===== src/rtl/apb_pkg.sv =====
// Shared definitions for the APB CSR requester: FSM state encoding,
// CSR slave register map and default bus widths.
package apb_pkg;

   typedef enum logic [1:0] {
      ST_IDLE,
      ST_SETUP,
      ST_ACCESS,
      ST_RESP
   } apb_state_e;

   localparam int unsigned REG_CTRL   = 0;
   localparam int unsigned REG_0      = 1;
   localparam int unsigned REG_1      = 2;
   localparam int unsigned REG_RES    = 3;
   localparam int unsigned REG_STATUS = 4;
   localparam int unsigned REG_NUMBER = 5;

   localparam int unsigned ADDR_WIDTH_DEFAULT   = $clog2(REG_NUMBER);
   localparam int unsigned BUS_SIZE_DEFAULT     = 32;
   localparam int unsigned TIMEOUT_DEFAULT      = 16;

endpackage


===== src/rtl/apb_timeout_counter.sv =====
// ACCESS-phase wait counter; expire fires on the LIMIT-th consecutive
// cycle without ready. Only instantiated with APB_MASTER_TIMEOUT_EN.
module apb_timeout_counter #(
   parameter int unsigned LIMIT = 16
) (
   input  logic clk,
   input  logic rst_n,
   input  logic clear,
   input  logic inc,
   output logic expire
);

   localparam int unsigned CNT_W = (LIMIT > 1) ? $clog2(LIMIT) : 1;

   logic [CNT_W-1:0] cnt;

   always_ff @(posedge clk) begin
      if (!rst_n || clear) begin
         cnt <= '0;
      end else if (inc) begin
         cnt <= cnt + CNT_W'(1);
      end
   end

   // cnt holds the number of earlier stalled cycles, so the limit cycle is LIMIT-1
   assign expire = inc && (cnt == CNT_W'(LIMIT - 1));

endmodule


===== src/rtl/apb_csr_master.sv =====
// APB requester: one host command at a time, SETUP/ACCESS sequencing and a
// held response. Optional ACCESS timeout under `APB_MASTER_TIMEOUT_EN.
module apb_csr_master
   import apb_pkg::*;
#(
   parameter int unsigned ADDR_WIDTH     = ADDR_WIDTH_DEFAULT,
   parameter int unsigned APB_BUS_SIZE   = BUS_SIZE_DEFAULT,
   parameter int unsigned TIMEOUT_CYCLES = TIMEOUT_DEFAULT
) (
   input  logic                    clk,
   input  logic                    rst_n,
   input  logic                    cmd_valid,
   output logic                    cmd_ready,
   input  logic                    cmd_write,
   input  logic [ADDR_WIDTH-1:0]   cmd_addr,
   input  logic [APB_BUS_SIZE-1:0] cmd_wdata,
   output logic                    rsp_valid,
   input  logic                    rsp_ready,
   output logic [APB_BUS_SIZE-1:0] rsp_rdata,
   output logic                    rsp_err,
   output logic                    rsp_timeout,
   output logic                    sel,
   output logic                    en,
   output logic                    write,
   output logic [ADDR_WIDTH-1:0]   addr,
   output logic [APB_BUS_SIZE-1:0] wdata,
   input  logic                    ready,
   input  logic                    slv_err,
   input  logic [APB_BUS_SIZE-1:0] rdata
);

   apb_state_e state;

`ifdef APB_MASTER_TIMEOUT_EN
   logic to_expire;

   apb_timeout_counter #(
      .LIMIT(TIMEOUT_CYCLES)
   ) u_timeout (
      .clk   (clk),
      .rst_n (rst_n),
      .clear (state == ST_SETUP),
      .inc   ((state == ST_ACCESS) && !ready),
      .expire(to_expire)
   );
`else
   assign rsp_timeout = 1'b0;
`endif

   always_ff @(posedge clk) begin
      if (!rst_n) begin
         state     <= ST_IDLE;
         cmd_ready <= 1'b0;
         rsp_valid <= 1'b0;
         rsp_rdata <= '0;
         rsp_err   <= 1'b0;
`ifdef APB_MASTER_TIMEOUT_EN
         rsp_timeout <= 1'b0;
`endif
         sel       <= 1'b0;
         en        <= 1'b0;
         write     <= 1'b0;
         addr      <= '0;
         wdata     <= '0;
      end else begin
         case (state)
            ST_IDLE: begin
               cmd_ready <= 1'b1;
               if (cmd_valid && cmd_ready) begin
                  cmd_ready <= 1'b0;
                  write     <= cmd_write;
                  addr      <= cmd_addr;
                  wdata     <= cmd_wdata;
                  sel       <= 1'b1;
                  en        <= 1'b0;
                  state     <= ST_SETUP;
               end
            end
            ST_SETUP: begin
               en    <= 1'b1;
               state <= ST_ACCESS;
            end
            ST_ACCESS: begin
               if (ready) begin
                  rsp_rdata <= write ? '0 : rdata;
                  rsp_err   <= slv_err;
`ifdef APB_MASTER_TIMEOUT_EN
                  rsp_timeout <= 1'b0;
`endif
                  rsp_valid <= 1'b1;
                  sel       <= 1'b0;
                  en        <= 1'b0;
                  state     <= ST_RESP;
               end
`ifdef APB_MASTER_TIMEOUT_EN
               else if (to_expire) begin
                  rsp_rdata   <= '0;
                  rsp_err     <= 1'b1;
                  rsp_timeout <= 1'b1;
                  rsp_valid   <= 1'b1;
                  sel         <= 1'b0;
                  en          <= 1'b0;
                  state       <= ST_RESP;
               end
`endif
            end
            ST_RESP: begin
               if (rsp_ready) begin
                  rsp_valid <= 1'b0;
                  cmd_ready <= 1'b1;
                  state     <= ST_IDLE;
               end
            end
            default: state <= ST_IDLE;
         endcase
      end
   end

endmodule


===== config.mk =====
export PLATFORM = sky130hd
export DESIGN_NAME = apb_csr_master
export DESIGN_NICKNAME = d
export VERILOG_FILES = /design/src/rtl/apb_pkg.sv /design/src/rtl/apb_timeout_counter.sv /design/src/rtl/apb_csr_master.sv
export SDC_FILE = /design/constraint.sdc
export NUM_CORES = 1
export LEC_CHECK = 0
export BUFFER_PORTS_ARGS = -buffer_cell sky130_fd_sc_hd__buf_2
export CAP_MARGIN = 10
export CORE_ASPECT_RATIO = 1.4
export CORE_MARGIN = 1.5
export CORE_UTILIZATION = 40
export DETAILED_ROUTE_END_ITERATION = 10
export MAX_ROUTING_LAYER = met4
export PLACE_DENSITY = 0.79
export SLEW_MARGIN = 20
export SYNTH_ARGS = -nofsm -noshare
export SYNTH_HDL_FRONTEND = slang
export SYNTH_HIERARCHICAL = 1
export SYNTH_SLANG_ARGS = --single-unit

===== constraint.sdc =====
create_clock -name clk -period 2.3 [get_ports clk]
set_input_delay 0 -clock clk [delete_from_list [all_inputs] [get_ports clk]]
set_output_delay 0 -clock clk [all_outputs]
set_load 0.02 [all_outputs]

Word level (Yosys, flattened, before mapping). Index checks and enable logic that the tools add are counted.

Eq/ne operators: 6. Reductions and logical operators: 13. Muxes and demuxes: 16.

Operators by type and width (count): $mux W32 (1); $reduce_and A3 Y1 (4); $pmux W2 S4 (1); $mux W1 (7); $mux W2 (3); $ne A2 B2 Y1 const B (3); $pmux W1 S2 (3); $reduce_and A2 Y1 (3); $reduce_bool A2 Y1 (3); $eq A2 B2 Y1 const B (2); $pmux W1 S3 (1); $reduce_bool A3 Y1 (1); $eq A2 B1 Y1 const B (1); $logic_not A2 Y1 (1); $logic_and A1 B1 Y1 (1).

Bits in registers: 75. Input bits: 74. Output and inout bits: 74.

Logic depth before layout (Yosys ltp).
Depth in word-level cells: 3. Mapped depth: 7.

Least setup slack after synthesis. Ideal clock, no wire load.

Path kind: register -> register. From: register state[0]. To: register state[0]. Library setup time: 116 ps. Arrival time: 1383 ps. Clock period less this slack: 1499 ps. Path buffers: 0. Setup slack: 801 ps. Stages on the path, launching flop included: 6. Path through: dfxtp_1 > inv_1 > ha_1 > nor2b_1 > or4_1 > o211a_1.

Longest elaborated chain between the ends: 3. Elaborated cells between the ends (all ways): 9. Classes of those cells: eq/ne: 6; mux: 1; reduce/logical: 2.

RTL lines: start: declaration (RTL line apb_csr_master.sv:32) `apb_state_e state;`; start signal: assignment (RTL line apb_csr_master.sv:52) `state <= ST_IDLE;`; start signal: assignment (RTL line apb_csr_master.sv:76) `state <= ST_SETUP;`; start signal: assignment (RTL line apb_csr_master.sv:81) `state <= ST_ACCESS;`; $eq A2 B2 Y1 or $logic_not A2 Y1 (tied branches) (RTL line apb_csr_master.sv:66) `case (state)`; $ne A2 B2 Y1 (no line); $reduce_and A3 Y1 (no line).

Several ways; a longest one is shown, not always the timed one. A chain may end at the register's enable or synchronous reset.

Worst setup path in the final report. Ends and elaborated chain as after synthesis.

==> reports/results.txt <==
Setup Buffers After CTS - 0
Worst-Skew Late Latency - 350 ps
hold path startpoint - cmd_valid
Clock transition at path regs - 80 ps
CP Data Required Time - 2530 ps
Post-synth EDFFs - 0
Tot GR Track Use - 21.8%
reg2reg end - state[0]$_SDFFE_PN0P_
top cell type by total area after synthesis - dfxtp_1
met1 Usage GRT - 23.4%
wire length per cell - 13.6 um
synth warn - 6
Syn-to-layout area delta - 54.0%
Synth cell types - 28
Worst Max-Slew Pin Slew - 854 ps
cells after synthesis - 348
CP Max Fanout - 4
die height - 107 um
met2 global-route usage - 38.3%
post-route minimum period - 1640 ps
Area contributors post-synth - dfxtp_1 (49%), a21boi_0 (14%), nand2_1 (14%)
Synth Flop Type - dfxtp_1
Syn Nets - 428
synthesized flop and latch total - 75
vias in the first global route - 2957
cell count of the worst hold path - 3
pre-CTS WS - 648 ps
total congestion overflow - 0
instance area after placement - 3860 sq um
synthesized area - 3080 sq um
post-CTS sizing - 0
fmax - 0.610 GHz
GPL Wtd Cong - 0.715
area taken by multi-input logic gates - 1420 sq um
CTS Buf Count - 9
vias per cell - 4.82
first-pass GRT wire length - 13800 um
DIE AREA - 8250 sq um
CTS tree - yes
Final Instance Area - 4750 sq um
number of remaining DRC errors - 0
hold path endpoint - sel$_SDFFE_PN0P_
R2R Path Start - state[0]$_SDFFE_PN0P_
dpl cells - 570
endpoints failing setup - 0
die width - 77.2 um
Reg area - 1500 sq um
FILL cells - 613
fin. max-slew vios - 0
Startpoint Class - register
Seq/Total Area, Yosys - 48.7%
CORE AREA - 7410 sq um
hpwl dp - 5220 um
Reg2Reg Depth - 5
Relative slew margins - 43.0%
Pleak - 2.09 nW
# port buffers - 146
period utilization - 71.2%
Post-DRT Antenna Nets - 0
initial drt markers - 119
CTS sink cnt - 75
root buffer cell - clkbuf_8
Max Cap Viol - 0
critical path class - reg -> reg
status - finished clean
proportion of layout cells with a drive suffix above 1 - 29.7%
Tightest Hold Check Type - in -> reg
Finished Layout Cells - 653
First-pass DRT Iterations - 5
I/O pin cnt - 148
DR vias - 3149
Row Count - 37
Mapped Avg Cell Area - 8.86 sq um
met3 usage - 5.53%
# H-tree levels - 3
Worst Path Arrival - 1870 ps
Routed WL - 8910 um
Worst VDD drop - 497 uV
ant diodes - 0
skew final - 10.2 ps
Most Used Layer, Global Route - met2
Nets - 633
Reg2Reg Setup Slack - 660 ps
share of the synthesized area in the top cell type - 48.7%
setup TNS - 0 ps
crit end category - register
largest net degree at the start of global routing - 44
Max Root-Sink Buffers - 2
antenna violations before repair - 0
PD cells - 833 nW/um^2
Starting Density - 41.6%
RSZ-0062 raised after global routing - no
setup slack after layout - 662 ps
Final Hold Fails - 0
ys async rst share - 0%
[state kept, by name, indices dropped and copies added, names as in the netlist]
name	cells
state	2
write	1
rsp_rdata	32
rsp_valid	1
wdata	32
sel	1
en	1
addr	3
rsp_err	1
cmd_ready	1
[worst max-delay path by stage]
stage,from,to,depth (start not counted)
6_report,state[0]$_SDFFE_PN0P_,state[0]$_SDFFE_PN0P_,5
3_3_place_gp,state[0]$_SDFFE_PN0P_,state[0]$_SDFFE_PN0P_,5
2_1_floorplan,state[0]$_SDFFE_PN0P_,state[0]$_SDFFE_PN0P_,5
5_1_grt,state[0]$_SDFFE_PN0P_,wdata[25]$_SDFFE_PN0P_,6
3_5_place_dp,state[0]$_SDFFE_PN0P_,wdata[18]$_SDFFE_PN0P_,6
4_1_cts,state[0]$_SDFFE_PN0P_,wdata[18]$_SDFFE_PN0P_,6
[placed cells by master (no fill, tap or decap), types with 3 or more instances in the layout]
cell type	count
clkbuf_8	9
a21boi_0	57
nor2_1	4
nand2_1	112
dlygate4sd3_1	69
inv_1	3
nand3b_1	32
ha_1	6
buf_12	3
dfxtp_1	75
buf_2	146
a21boi_1	13
[kinds of logic after synthesis]
family                   share of synthesized area [%]
AO/OA/AOI/OAI                                     19.2
AND/OR/NAND/NOR                                   23.7
adder cells (fa/ha/maj)                           2.44
flip-flops                                        48.7
buffers and inverters                             5.24
multiplexers                                     0.650
other                                            0.122
[critical path: stages (launching register included)]
cell and delay [ps]:
dfxtp_1 390, inv_1 110, ha_1 250, nor2b_1 160
or4_1 480, o211a_1 140
[layer usage]
layer  share of wire [%]  vias up
met2                  51      122
met1                  41     1457
met5                   0        -
met4                 2.1        0
li1                    -     1554
met3                 6.2       16
[synthesized netlist by cell type, types with 2 or more instances]
cell type,number
nor2_1,4
nand2_1,112
buf_2,3
buf_4,5
a21oi_1,2
a21boi_1,13
nand3b_1,32
a21boi_0,57
inv_1,3
clkbuf_1,14
a211oi_1,2
nor2b_1,2
mux2i_1,2
dfxtp_1,75
ha_1,6
buf_6,4
[stage by stage]
step / power, mW / hold WS [ps] / utilization, %
5_1_grt: 4.19 / 29.6 / 64.1
3_3_place_gp: 2.80 / 242 / 52.1
4_1_cts: 3.98 / 18.6 / 64.1
3_5_place_dp: 2.84 / 248 / 52.1
6_report: 3.95 / 42.3 / 64.1
2_1_floorplan: 2.46 / 135 / -
[report_power, final]
| group | internal, mW | switching (mW) |
|---|---|---|
| clock | 0.598 | 0.444 |
| combinational | 0.539 | 0.751 |
| sequential | 1.49 | 0.133 |
[final cells by class]
cell class,count,share of cell area [%]
Clock buffer,11,2.77
Clock inverter,3,1.37
Inverter,3,0.237
Multi-Input combinational cell,244,29.9
Sequential cell,75,31.6
Tap cell,97,2.56
Timing Repair Buffer,220,31.5
[what timing repair did]
| action | CTS | global route |
|---|---|---|
| endpoints found under the setup margin | 0 | 0 |
| endpoints found under the hold margin | 69 | 0 |
| hold buffers | 69 | 0 |
No activity file was read; power rests on OpenSTA's default activity.
